===== src/rtl/universal_shift_register_if.sv =====
// Bus bundle for universal_shift_register: controls, data, serial taps and burst status.
interface universal_shift_register_if #(
  parameter int WIDTH = 4
);
  logic             en;
  logic [2:0]       mode;
  logic             start;
  logic [WIDTH-1:0] Din;
  logic             sin_l;
  logic             sin_r;
  logic [WIDTH-1:0] Q;
  logic             sout_lsb;
  logic             sout_msb;
  logic             busy;
  logic             done;

  modport master (
    output en, mode, start, Din, sin_l, sin_r,
    input  Q, sout_lsb, sout_msb, busy, done
  );

  modport slave (
    input  en, mode, start, Din, sin_l, sin_r,
    output Q, sout_lsb, sout_msb, busy, done
  );
endinterface


===== src/rtl/universal_shift_register.sv =====
// Universal shift register with a self-timed LSB-first burst serializer.
// Optional rotate modes are built only when USR_ROTATE_EN is defined.
//
// state   | meaning
// --------+------------------------------------------------------------
// S_IDLE  | manual ops by mode; start loads Din and begins a burst
// S_SHIFT | burst streaming, Q[0] is the serial output; busy=1
// S_DONE  | one-cycle completion pulse; may accept a new start
module universal_shift_register #(
  parameter int WIDTH = 4
) (
  input  logic clk,
  input  logic rst,
  universal_shift_register_if.slave bus
);

  localparam int CW = $clog2(WIDTH) + 1;
  localparam logic [CW-1:0] LAST = CW'(WIDTH - 1);

  typedef enum logic [1:0] {
    S_IDLE  = 2'd0,
    S_SHIFT = 2'd1,
    S_DONE  = 2'd2
  } state_t;

  state_t           state;
  logic [CW-1:0]    cnt;
  logic [WIDTH-1:0] q;

  always_ff @(posedge clk) begin
    if (rst) begin
      state <= S_IDLE;
      cnt   <= '0;
      q     <= '0;
    end else begin
      case (state)
        S_SHIFT: begin
          if (bus.en) begin
            // The last bit is already on Q[0]; hold it for its busy cycle.
            if (cnt < LAST) begin
              q   <= {bus.sin_r, q[WIDTH-1:1]};
              cnt <= cnt + 1'b1;
            end else begin
              state <= S_DONE;
            end
          end
        end
        default: begin
          state <= S_IDLE;
          if (bus.en) begin
            if (bus.start) begin
              q     <= bus.Din;
              cnt   <= '0;
              state <= S_SHIFT;
            end else begin
              case (bus.mode)
                3'b001: q <= {q[WIDTH-2:0], bus.sin_l};
                3'b010: q <= {bus.sin_r, q[WIDTH-1:1]};
                3'b011: q <= bus.Din;
`ifdef USR_ROTATE_EN
                3'b100: q <= {q[WIDTH-2:0], q[WIDTH-1]};
                3'b101: q <= {q[0], q[WIDTH-1:1]};
`endif
                default: q <= q;
              endcase
            end
          end
        end
      endcase
    end
  end

  assign bus.Q        = q;
  assign bus.sout_lsb = q[0];
  assign bus.sout_msb = q[WIDTH-1];
  assign bus.busy     = (state == S_SHIFT);
  assign bus.done     = (state == S_DONE);

endmodule


===== src/flat_wrapper.sv =====
// flat-port wrapper written by rule: the top's interface ports become plain ports
module universal_shift_register_flat 
#(
  parameter int WIDTH = 4
)
  (clk, rst, bus_en, bus_mode, bus_start, bus_Din, bus_sin_l, bus_sin_r, bus_Q, bus_sout_lsb, bus_sout_msb, bus_busy, bus_done);
  universal_shift_register_if #(.WIDTH(WIDTH)) bus_i ();
  input  logic clk;
  input  logic rst;
  input wire logic [$bits(bus_i.en)-1:0] bus_en;
  input wire logic [$bits(bus_i.mode)-1:0] bus_mode;
  input wire logic [$bits(bus_i.start)-1:0] bus_start;
  input wire logic [$bits(bus_i.Din)-1:0] bus_Din;
  input wire logic [$bits(bus_i.sin_l)-1:0] bus_sin_l;
  input wire logic [$bits(bus_i.sin_r)-1:0] bus_sin_r;
  output wire logic [$bits(bus_i.Q)-1:0] bus_Q;
  output wire logic [$bits(bus_i.sout_lsb)-1:0] bus_sout_lsb;
  output wire logic [$bits(bus_i.sout_msb)-1:0] bus_sout_msb;
  output wire logic [$bits(bus_i.busy)-1:0] bus_busy;
  output wire logic [$bits(bus_i.done)-1:0] bus_done;
  assign bus_i.en = bus_en;
  assign bus_i.mode = bus_mode;
  assign bus_i.start = bus_start;
  assign bus_i.Din = bus_Din;
  assign bus_i.sin_l = bus_sin_l;
  assign bus_i.sin_r = bus_sin_r;
  assign bus_Q = bus_i.Q;
  assign bus_sout_lsb = bus_i.sout_lsb;
  assign bus_sout_msb = bus_i.sout_msb;
  assign bus_busy = bus_i.busy;
  assign bus_done = bus_i.done;
  universal_shift_register #(.WIDTH(WIDTH)) u_core (.clk(clk), .rst(rst), .bus(bus_i));
endmodule

===== config.mk =====
export PLATFORM = sky130hd
export DESIGN_NAME = universal_shift_register_flat
export DESIGN_NICKNAME = d
export VERILOG_FILES = /design/src/rtl/universal_shift_register_if.sv /design/src/rtl/universal_shift_register.sv /design/src/flat_wrapper.sv
export SDC_FILE = /design/constraint.sdc
export NUM_CORES = 1
export LEC_CHECK = 0
export CELL_PAD_IN_SITES_DETAIL_PLACEMENT = 1
export CELL_PAD_IN_SITES_GLOBAL_PLACEMENT = 2
export CORE_ASPECT_RATIO = 1.1
export CORE_MARGIN = 1.5
export CORE_UTILIZATION = 24
export DETAILED_ROUTE_END_ITERATION = 12
export PLACE_DENSITY = 0.86
export SYNTH_ARGS = -nofsm -noshare
export SYNTH_HDL_FRONTEND = slang
export SYNTH_SLANG_ARGS = --single-unit

===== constraint.sdc =====
create_clock -name clk -period 1.4 [get_ports clk]
set_input_delay 0.21 -clock clk [delete_from_list [all_inputs] [get_ports clk]]
set_output_delay 0.21 -clock clk [all_outputs]
set_load 0.05 [all_outputs]

==> insert_results.sql <==
INSERT INTO impl_metrics (metric_group, metric, value, unit) VALUES
('grt', 'first_global_vias', '637', ''),
('timing', 'rsz0062_at_grt', 'yes', ''),
('logic_synthesis', 'mappedNetlistArea', '583', 'um2'),
('die', 'pin_count', '21', ''),
('logic_synthesis', 'synth_edf_count', '0', ''),
('setup_path', 'worst_ep_required_time', '1.52', 'ns'),
('run_status', 'outcome', 'complete, no violations', ''),
('cts', 'cts_buffers', '3', ''),
('timing', 'maxSlewHeadroom', '75.6', '%'),
('cts', 'clkTransAtPathRegs', '0.06', 'ns'),
('timing', 'worst-slew-pin-transition', '0.365', 'ns'),
('setup_path', 'critical_path.startpoint_type', 'primary input', ''),
('cts', 'cts_tree', 'yes', ''),
('grt', 'track_usage', '12.6', '%'),
('cts', 'htreeDepth', '1', ''),
('setup_path', 'worstSetupPathType', 'in -> reg', ''),
('timing', 'min_period_over_period', '95.9', '%'),
('timing', 'hold_violations', '0', ''),
('cts', 'cts_hold_repair.buffers', '0', ''),
('grt', 'grt_first_pass_wirelength', '2.59', 'mm'),
('layout', 'final_layout_size_suffix_gt1_share', '34.7', '%'),
('timing', 'finalSetupViolations', '0', ''),
('logic_synthesis', 'synth-main-ff-cell', 'sky130_fd_sc_hd__dfxtp_1', ''),
('cts', 'cts_root_buf', 'sky130_fd_sc_hd__clkbuf_4', ''),
('die', 'fp-row-count', '18', ''),
('timing', 'max_freq', '745', 'MHz'),
('setup_path', 'worst_r2r_path_depth', '5', ''),
('detailed_routing', 'post_drt_via_cell_ratio', '5.02', ''),
('logic_synthesis', 'yosys.cell_types.count', '34', ''),
('layout', 'num-nets-final', '113', ''),
('setup_path', 'cpLargestDelayFamily', 'buffers and inverters', ''),
('grt', 'antenna_violations_before_repair', '0', ''),
('placed_design', 'post-place-ws', '-0.264', 'ns'),
('setup_path', 'r2r_setup_slack', '0.11', 'ns'),
('layout', 'area.growth.synth_to_final', '71.0', '%'),
('detailed_routing', 'drtAntennaViolNets', '0', ''),
('placed_design', 'port_buffers', '20', ''),
('logic_synthesis', 'synth_nets', '81', ''),
('cts', 'insertion_delay', '0.25', 'ns'),
('detailed_routing', 'firstDrtPassIters', '3', ''),
('setup_path', 'critical_path.max_stage_delay', '0.53', 'ns'),
('die', 'placeableCoreArea', '2270', 'um2'),
('grt', 'gr-total-overflow', '0', ''),
('logic_synthesis', 'post_synth.cell_area_avg', '8.70', 'um2'),
('setup_path', 'endpoint_kind', 'register', ''),
('layout', 'postLayoutCellArea', '997', 'um2'),
('timing', 'setup_slack', '0.0575', 'ns'),
('placed_design', 'gp_routability_congestion', '0.756', ''),
('setup_path', 'crit_chain', 'clkdlybuf4s50_1 > and4bb_1 > a31o_1 > a221oi_2 > a211oi_1', ''),
('placed_design', 'dp_cells', '122', ''),
('setup_path', 'crit_path_max_fanout', '4', ''),
('detailed_routing', 'drt-total-wl', '1.60', 'mm'),
('cts', 'numClockSinks', '9', ''),
('logic_synthesis', 'number_of_cells_produced_by_synthesis', '67', ''),
('timing', 'clock_skew', '0.000400', 'ns'),
('placed_design', 'dpl.hpwl', '1.31', 'mm'),
('logic_synthesis', 'async_flop_share', '0', '%'),
('hold_path', 'min_delay_path_depth', '4', ''),
('setup_path', 'r2r_start', 'u_core.state[0]$_SDFFE_PP0P_', ''),
('die', 'chipWidth', '50.0', 'um'),
('layout', 'antenna_cells', '0', ''),
('pwr', 'vdd.ir_drop.worst', '0.240', 'mV'),
('placed_design', 'dpl-instance-area', '942', 'um2'),
('pwr', 'report.power.total', '791', 'uW'),
('pwr', 'power_per_cell_area', '793', 'nW/um2'),
('timing', 'layout_min_cycle_time', '1.34', 'ns'),
('hold_path', 'worst_hold_path_type', 'in -> reg', ''),
('hold_path', 'hold_path_start', 'bus_start', ''),
('die', 'die_y', '54.7', 'um'),
('hold_path', 'worstHoldEndpoint', 'u_core.bus.Q[1]$_SDFFE_PP0P_', ''),
('detailed_routing', 'overall_via_count_from_detail_route', '643', '');
==> final cells by class <==
cell class / instances / area, um2
Clock buffer: 4 / 26.3
Fill cell: 267 / 1280
Inverter: 3 / 11.3
Multi-Input combinational cell: 51 / 374
Sequential cell: 9 / 180
Tap cell: 30 / 37.5
Timing Repair Buffer: 31 / 368
==> cell usage in the layout (no fill, tap or decap), drive strengths merged <==
cell type / count
ha: 1
or3: 1
a31o: 1
a21bo: 1
o21a: 1
and4bb: 1
clkdlybuf4s50: 10
inv: 3
nor2b: 1
nand2b: 3
nand2: 4
o21ai: 5
clkbuf: 4
a311oi: 3
a21o: 1
o31ai: 1
dfxtp: 9
a221oi: 1
a21oi: 9
a31oi: 1
buf: 19
a21boi: 2
o21bai: 1
a211oi: 2
nand3: 3
nor2: 2
dlymetal6s2s: 2
nand3b: 1
and3: 3
nor3: 2
==> worst max path at each step <==
stage,endpoint,cells past startpoint
after floorplan,u_core.bus.Q[0]$_SDFFE_PP0P_,5
after global placement,u_core.bus.Q[0]$_SDFFE_PP0P_,5
after detailed placement,u_core.bus.Q[0]$_SDFFE_PP0P_,5
after CTS,u_core.bus.Q[0]$_SDFFE_PP0P_,5
after global routing,u_core.bus.Q[0]$_SDFFE_PP0P_,5
final,u_core.bus.Q[3]$_SDFFE_PP0P_,5
==> power breakdown <==
group | leakage (uW) | total [uW] | switching, uW | internal (uW)
clock network | 0.0000150 | 194 | 84.2 | 109
logic | 0.000328 | 308 | 149 | 159
registers | 0.0000737 | 289 | 18.8 | 270
==> per-layer routing <==
metal | wire length [um] | up-vias | track usage, %
met3 | 53 | 2 | 1.64
met4 | 14 | 0 | 5.56
met5 | 0 | - | 0
li1 | - | 316 | -
met2 | 877 | 13 | 25.0
met1 | 655 | 312 | 13.3
==> cell families after synthesis <==
group / synth area share, %
fa+ha+maj: 2.15
buf+inv: 6.44
compound gates: 36.7
flops: 30.9
simple gates: 23.8
==> tightest hold or removal path: cells and delay by family <==
family / cells / cell delay [ns]
simple gates: 1 / 0.06
buf+inv: 1 / 0.21
compound gates: 2 / 0.19
==> sequential cells by signal (all words and copies together) (netlist names) <==
register      cells
u_core.bus.Q      4
u_core.cnt        3
u_core.state      2
==> synth_stat cells, types with 3 or more instances <==
| cell | instances | share of area, % |
|---|---|---|
| sky130_fd_sc_hd__a21oi_1 | 9 | 7.7 |
| sky130_fd_sc_hd__dfxtp_1 | 9 | 31 |
| sky130_fd_sc_hd__nand2_1 | 4 | 2.6 |
| sky130_fd_sc_hd__o21ai_0 | 4 | 3.4 |
| sky130_fd_sc_hd__buf_4 | 3 | 3.9 |
| sky130_fd_sc_hd__nand3_1 | 3 | 2.6 |
==> what timing repair did <==
item | 4_1_cts | 5_1_grt
hold endpoints to repair | 0 | 0
setup buffers | 0 | 2
resized for setup | 0 | 4
setup endpoints to repair | 0 | 4
==> through the flow <==
step	hold slack (ns)	utilization, %	setup TNS (ns)
after floorplan	0.366	-	0
after global placement	0.486	41.4	-0.725
after detailed placement	0.496	41.4	-0.932
after CTS	0.507	42.6	0
after global routing	0.511	43.8	-0.00719
final	0.460	43.8	0
No activity file was read; power rests on OpenSTA's default activity.
